## config.mk

```make
export PLATFORM = sky130hd
export DESIGN_NAME = matrix_access_arbiter
export DESIGN_NICKNAME = d
export VERILOG_FILES = /design/src/rtl/matrix_access_arbiter.sv
export SDC_FILE = /design/constraint.sdc
export NUM_CORES = 1
export LEC_CHECK = 0
export CAP_MARGIN = 20
export CORE_MARGIN = 4
export CORE_UTILIZATION = 25
export DETAILED_ROUTE_END_ITERATION = 8
export HOLD_SLACK_MARGIN = 0.05
export REMOVE_ABC_BUFFERS = 1
export SETUP_SLACK_MARGIN = 0.5
export SKIP_CTS_REPAIR_TIMING = 1
export SYNTH_ARGS = -nofsm -noshare
export SYNTH_HDL_FRONTEND = slang
export SYNTH_SLANG_ARGS = --single-unit
```

## constraint.sdc

```tcl
create_clock -name clk -period 4.75 [get_ports clk]
set_input_delay 0.475 -clock clk [delete_from_list [all_inputs] [get_ports clk]]
set_output_delay 0.475 -clock clk [all_outputs]
set_load 0.01 [all_outputs]
```

## src/rtl/matrix_access_arbiter.sv

```systemverilog
// matrix_access_arbiter: single-port owner of the 80x50 game-matrix RAM.
// The display path reads while disp_active_i is high. During blanking, NUM_REQ
// game-logic requesters write through a round-robin req/ack handshake.
// Build macro ARB_FIXED_PRIO_EN selects fixed priority (lowest index wins).
// Ports: clk, rst_n (sync, active low); disp_active_i/disp_x_i/disp_y_i display
// side; wr_req_i/wr_x_i/wr_y_i/wr_data_i packed requester inputs;
// wr_ack_o/wr_err_o one-cycle completion; mem_addr_o/mem_we_o/mem_wdata_o
// registered RAM port; disp_oob_o registered display out-of-range flag.
module matrix_access_arbiter #(
  parameter int NUM_REQ = 2,
  parameter int CELL_W  = 2,
  parameter int MAT_W   = 80,
  parameter int MAT_H   = 50
) (
  input  logic                      clk,
  input  logic                      rst_n,
  input  logic                      disp_active_i,
  input  logic [6:0]                disp_x_i,
  input  logic [5:0]                disp_y_i,
  input  logic [NUM_REQ-1:0]        wr_req_i,
  input  logic [7*NUM_REQ-1:0]      wr_x_i,
  input  logic [6*NUM_REQ-1:0]      wr_y_i,
  input  logic [CELL_W*NUM_REQ-1:0] wr_data_i,
  output logic [NUM_REQ-1:0]        wr_ack_o,
  output logic [NUM_REQ-1:0]        wr_err_o,
  output logic [11:0]               mem_addr_o,
  output logic                      mem_we_o,
  output logic [CELL_W-1:0]         mem_wdata_o,
  output logic                      disp_oob_o
);
  localparam int IW = NUM_REQ > 1 ? $clog2(NUM_REQ) : 1;
  typedef enum logic [1:0] {IDLE, WR, ACK} state_t;
  state_t state_q, state_d;
  logic [IW-1:0] win_q, win_d, pick;
  logic err_q, err_d, we_q, we_d, oob_q, oob_d;
  logic [11:0] addr_q, addr_d;
  logic [CELL_W-1:0] wdata_q, wdata_d, wd;
  logic [6:0] wx;
  logic [5:0] wy;
  logic grant;
  // y*80 + x as shifts; the row width is fixed at 80
  function automatic logic [11:0] addr_f(input logic [6:0] x, input logic [5:0] y);
    return {y, 6'b0} + {2'b0, y, 4'b0} + {5'b0, x};
  endfunction
  function automatic logic in_range(input logic [6:0] x, input logic [5:0] y);
    return (int'(x) < MAT_W) && (int'(y) < MAT_H);
  endfunction
  assign grant = (state_q == IDLE) && !disp_active_i && (|wr_req_i);
`ifdef ARB_FIXED_PRIO_EN
  always_comb begin
    pick = '0;
    for (int k = NUM_REQ - 1; k >= 0; k--) if (wr_req_i[k]) pick = IW'(k);
  end
`else
  logic [IW-1:0] rr_q;
  logic [2*NUM_REQ-1:0] rot;
  int s;
  // rotate so bit 0 is the requester just after rr_q, then take the lowest set bit
  assign rot = {wr_req_i, wr_req_i} >> (int'(rr_q) + 1);
  always_comb begin
    pick = '0;
    s = 0;
    for (int j = NUM_REQ - 1; j >= 0; j--) begin
      s = int'(rr_q) + 1 + j;
      if (rot[j]) pick = IW'(s >= NUM_REQ ? s - NUM_REQ : s);
    end
  end
  always_ff @(posedge clk) rr_q <= !rst_n ? IW'(NUM_REQ - 1) : grant ? pick : rr_q;
`endif
  always_comb begin
    wx = '0;
    wy = '0;
    wd = '0;
    for (int k = 0; k < NUM_REQ; k++)
      if (pick == IW'(k)) begin
        wx = wr_x_i[7*k +: 7];
        wy = wr_y_i[6*k +: 6];
        wd = wr_data_i[CELL_W*k +: CELL_W];
      end
  end
  always_comb begin
    state_d = state_q;
    win_d   = win_q;
    err_d   = err_q;
    addr_d  = addr_q;
    wdata_d = wdata_q;
    we_d    = 1'b0;
    oob_d   = 1'b0;
    case (state_q)
      IDLE: begin
        if (disp_active_i) begin
          addr_d = in_range(disp_x_i, disp_y_i) ? addr_f(disp_x_i, disp_y_i) : '0;
          oob_d  = !in_range(disp_x_i, disp_y_i);
        end else if (grant) begin
          win_d   = pick;
          err_d   = !in_range(wx, wy);
          we_d    = in_range(wx, wy);
          addr_d  = in_range(wx, wy) ? addr_f(wx, wy) : addr_q;
          wdata_d = in_range(wx, wy) ? wd : wdata_q;
          state_d = WR;
        end
      end
      WR:      state_d = ACK;
      ACK:     state_d = IDLE;
      default: state_d = IDLE;
    endcase
  end
  always_ff @(posedge clk) begin
    if (!rst_n) begin
      state_q <= IDLE;
      win_q   <= '0;
      err_q   <= 1'b0;
      addr_q  <= '0;
      wdata_q <= '0;
      we_q    <= 1'b0;
      oob_q   <= 1'b0;
    end else begin
      state_q <= state_d;
      win_q   <= win_d;
      err_q   <= err_d;
      addr_q  <= addr_d;
      wdata_q <= wdata_d;
      we_q    <= we_d;
      oob_q   <= oob_d;
    end
  end
  assign wr_ack_o    = (state_q == ACK) ? NUM_REQ'(1) << win_q : '0;
  assign wr_err_o    = (state_q == ACK && err_q) ? NUM_REQ'(1) << win_q : '0;
  assign mem_addr_o  = addr_q;
  assign mem_we_o    = we_q;
  assign mem_wdata_o = wdata_q;
  assign disp_oob_o  = oob_q;
endmodule

```

==> metrics.md <==
| Metric | Value |
|---|---|
| Total die area | `0.00888 mm^2` |
| Pwr/cell area | `230 mW/mm^2` |
| Final RePlAce weighted congestion | `0.752` |
| Syn Inst Count | `218` |
| Tot GR Track Use | `11.6%` |
| Delay-heaviest family, CP | `compound AO/OA/AOI/OAI gates` |
| Initial DRT Pass Iterations | `4` |
| Yosys Warn Count | `0` |
| Adder-cell share of the synthesized area | `18.7%` |
| Final TNS setup | `0 ps` |
| WL final | `5120 um` |
| Fmax | `258 MHz` |
| Post-route DRC violation count | `0` |
| R2R Setup Slk | `1280 ps` |
| Avg Cell Area, Syn | `8.52 um^2` |
| Lkg Pwr | `0.00107 uW` |
| Unrepaired setup endpoints after global routing | `no` |
| Combinational share of power | `47.9%` |
| Worst-path cell chain | `clkdlybuf4s50_1 > a21boi_2 > buf_4 > mux2_2 > ha_1 > fa_1 > a211oi_1 > o21bai_1 > a2111oi_0 > a221oi_1 > a311oi_1` |
| Rows | `31` |
| Period utilization | `81.6%` |
| Vias in the first global route | `1821` |
| XOR/XNOR share of the synthesized area | `0.943%` |
| Mux share of post-synthesis cell area | `10.1%` |
| Global-route wire length before repair | `8430 um` |
| PortBufs | `67` |
| Core Region | `0.00725 mm^2` |
| CP Buf/Inv Count | `2` |
| Worst Path Max Fanout | `7` |
| Psw | `208 uW` |
| Vias post-DR | `1808` |
| Commonest non-fill, non-tap cell in the layout | `clkdlybuf4s50_1` |
| Compound-Gate Fraction of Synth Area | `24.4%` |
| Number of H-tree levels | `1` |
| Initial drt markers | `72` |
| Slew HR | `44.6%` |
| Crit path arrival time | `4030 ps` |
| Final Hold Viols | `0` |
| Flop and latch count out of synthesis | `21` |
| CP max stage cell | `clkdlybuf4s50_1` |
| Max stage delay on crit path | `500 ps` |
| Sequential-to-total area share from yosys stat | `22.6%` |
| Hold Path Class | `reg2reg` |
| Top Ports | `68` |
| Setup crit start kind | `primary input` |
| Post-route cell area | `0.00266 mm^2` |
| Starting Density | `25.6%` |
| Most frequent cells in the layout | `clkdlybuf4s50_1 (67), ha_1 (23), dfxtp_1 (21)` |
| Peak VDD IR | `0.105 mV` |
| Max-cap violations | `0` |
| Share of layout cells above drive strength 1 | `5.67%` |
| Top cells by area, synth | `dfxtp_1 (23%), ha_1 (15%), mux2i_1 (6.5%)` |
| Synth top area share | `22.6%` |
| DP Area | `0.00262 mm^2` |
| Worst Tran Pin Value | `828 ps` |
| Clock latency on the worst-skew pair | `250 ps` |
| Final net count | `357` |
| Vias/cell | `4.75` |
| Clk sink count | `21` |
| Remaining Overflow, GRT | `0` |
| Netlist Area Pre-Place | `0.00186 mm^2` |
| Status | `finished clean` |
| TritonCTS clock tree | `yes` |
| Reg clk slew, reported paths | `80 ps` |
| Initial antenna violation count | `0` |
| Simple-gate share of the synthesized area | `17.8%` |
| Dominant cell type by area after synthesis | `dfxtp_1` |
| Post-layout min period | `3880 ps` |
| Die Width | `94.2 um` |
| Switching fraction of total power | `33.9%` |
| Diode count | `0` |
| Main combinational cell family by area after synthesis | `compound AO/OA/AOI/OAI gates` |
| Critical path class | `in2reg` |
| WL/cell | `13.4 um` |
| Largest net degree at the start of global routing | `22` |
| Post-DP HPWL | `4250 um` |
| Worst setup EP type | `flip-flop` |
| CTS buffer count | `3` |
| Clock network fraction of total power | `18.9%` |
| DRT antenna net count | `0` |
| Root Driver | `clkbuf_8` |
| Reg power frac | `33.2%` |
| Post-Route Skew | `2.70 ps` |
| Distinct cell type count after synthesis | `39` |
| Longest Clk Path Bufs | `2` |
| WP data required | `4910 ps` |
| Die height | `94.2 um` |
| Max Slew Vio Count | `0` |
| Setup violations, final | `0` |
| Internal | `405 uW` |
| Synth-to-layout area growth | `43.2%` |
through the flow:
stage          cells  utilization (%)  worst slack [ps]  power, uW  hold WS [ps]
6_report         381             36.7               875        612           454
5_1_grt          381             36.7               652        664           500
4_1_cts          381             36.7               835        619           453
3_5_place_dp     377             36.1               607        503           437
3_3_place_gp     377             36.1               713        499           431
2_1_floorplan    209                -              1080        381           422
per-layer routing:
layer	up-vias	wire length [um]	track usage, %	part of all wire (%)
met5	-	0	0	0
met1	818	2290	14.9	45
met3	4	250	1.28	4.9
met2	44	2530	20.9	49
li1	942	-	-	-
met4	0	48	2.17	0.94
power groups by stage:
stage,sequential [uW],combinational (uW),clock (uW)
final,203,293,116
after detailed placement,208,295,0
after global placement,207,292,0
after floorplan,213,168,0
after CTS,203,297,119
after global routing,206,331,128
synthesized netlist by cell type:
cell type   n
inv_1      12
a211oi_1   10
a21boi_2    1
o21ai_1     5
a21oi_1    13
nand2_1     6
clkinv_1    1
a22oi_1     1
o22ai_1     9
mux2_2      6
nand3_4     1
mux2i_1    12
nor2b_1     5
a21o_1      5
dfxtp_1    21
o21bai_1    4
buf_6       2
a311oi_1    2
and3_1      3
or4b_1      1
a2111oi_0   1
nand3b_1    1
nand2b_1    2
buf_2       2
a221oi_1    1
clkbuf_1    5
nor2_1     18
o311ai_4    1
o21ai_0     7
ha_1       23
and2_1      3
o311ai_0    2
xnor2_1     1
nor3_1     20
fa_1        3
xor2_1      1
a21oi_4     1
nand3_1     5
o21a_4      1
worst paths after layout:
| path | start | end | cells past startpoint |
|---|---|---|---|
| hold / removal | state_q[1] | state_q[1] | 1 |
| hold reg to reg | state_q[1] | state_q[1] | 1 |
| setup / recovery | wr_req_i[1] | mem_addr_o[11] | 11 |
| setup reg to reg | rr_q | mem_addr_o[11] | 10 |
flip-flops by register name (all words and copies together) (netlist names):
register and cells:
mem_addr_o 12, mem_wdata_o 2, state_q 2, disp_oob_o 1, err_q 1, mem_we_o 1, rr_q 1, win_q 1
final cells by class:
cell class,instances,area (um^2)
flip-flops and latches,21,420
clock buffers,4,45.0
multi-input cells,175,1340
inverters,13,48.8
repair buffers,69,686
fillers,758,4590
well taps,99,124
logic make-up after synthesis:
family / count (synthesis)
and+or+nand+nor: 65
AOI/OAI and AO/OA: 64
adders and majority gates: 26
buffers and inverters: 22
DFF: 21
muxes: 18
xor gates and xnor gates: 2
No activity file was read; power rests on OpenSTA's default activity.
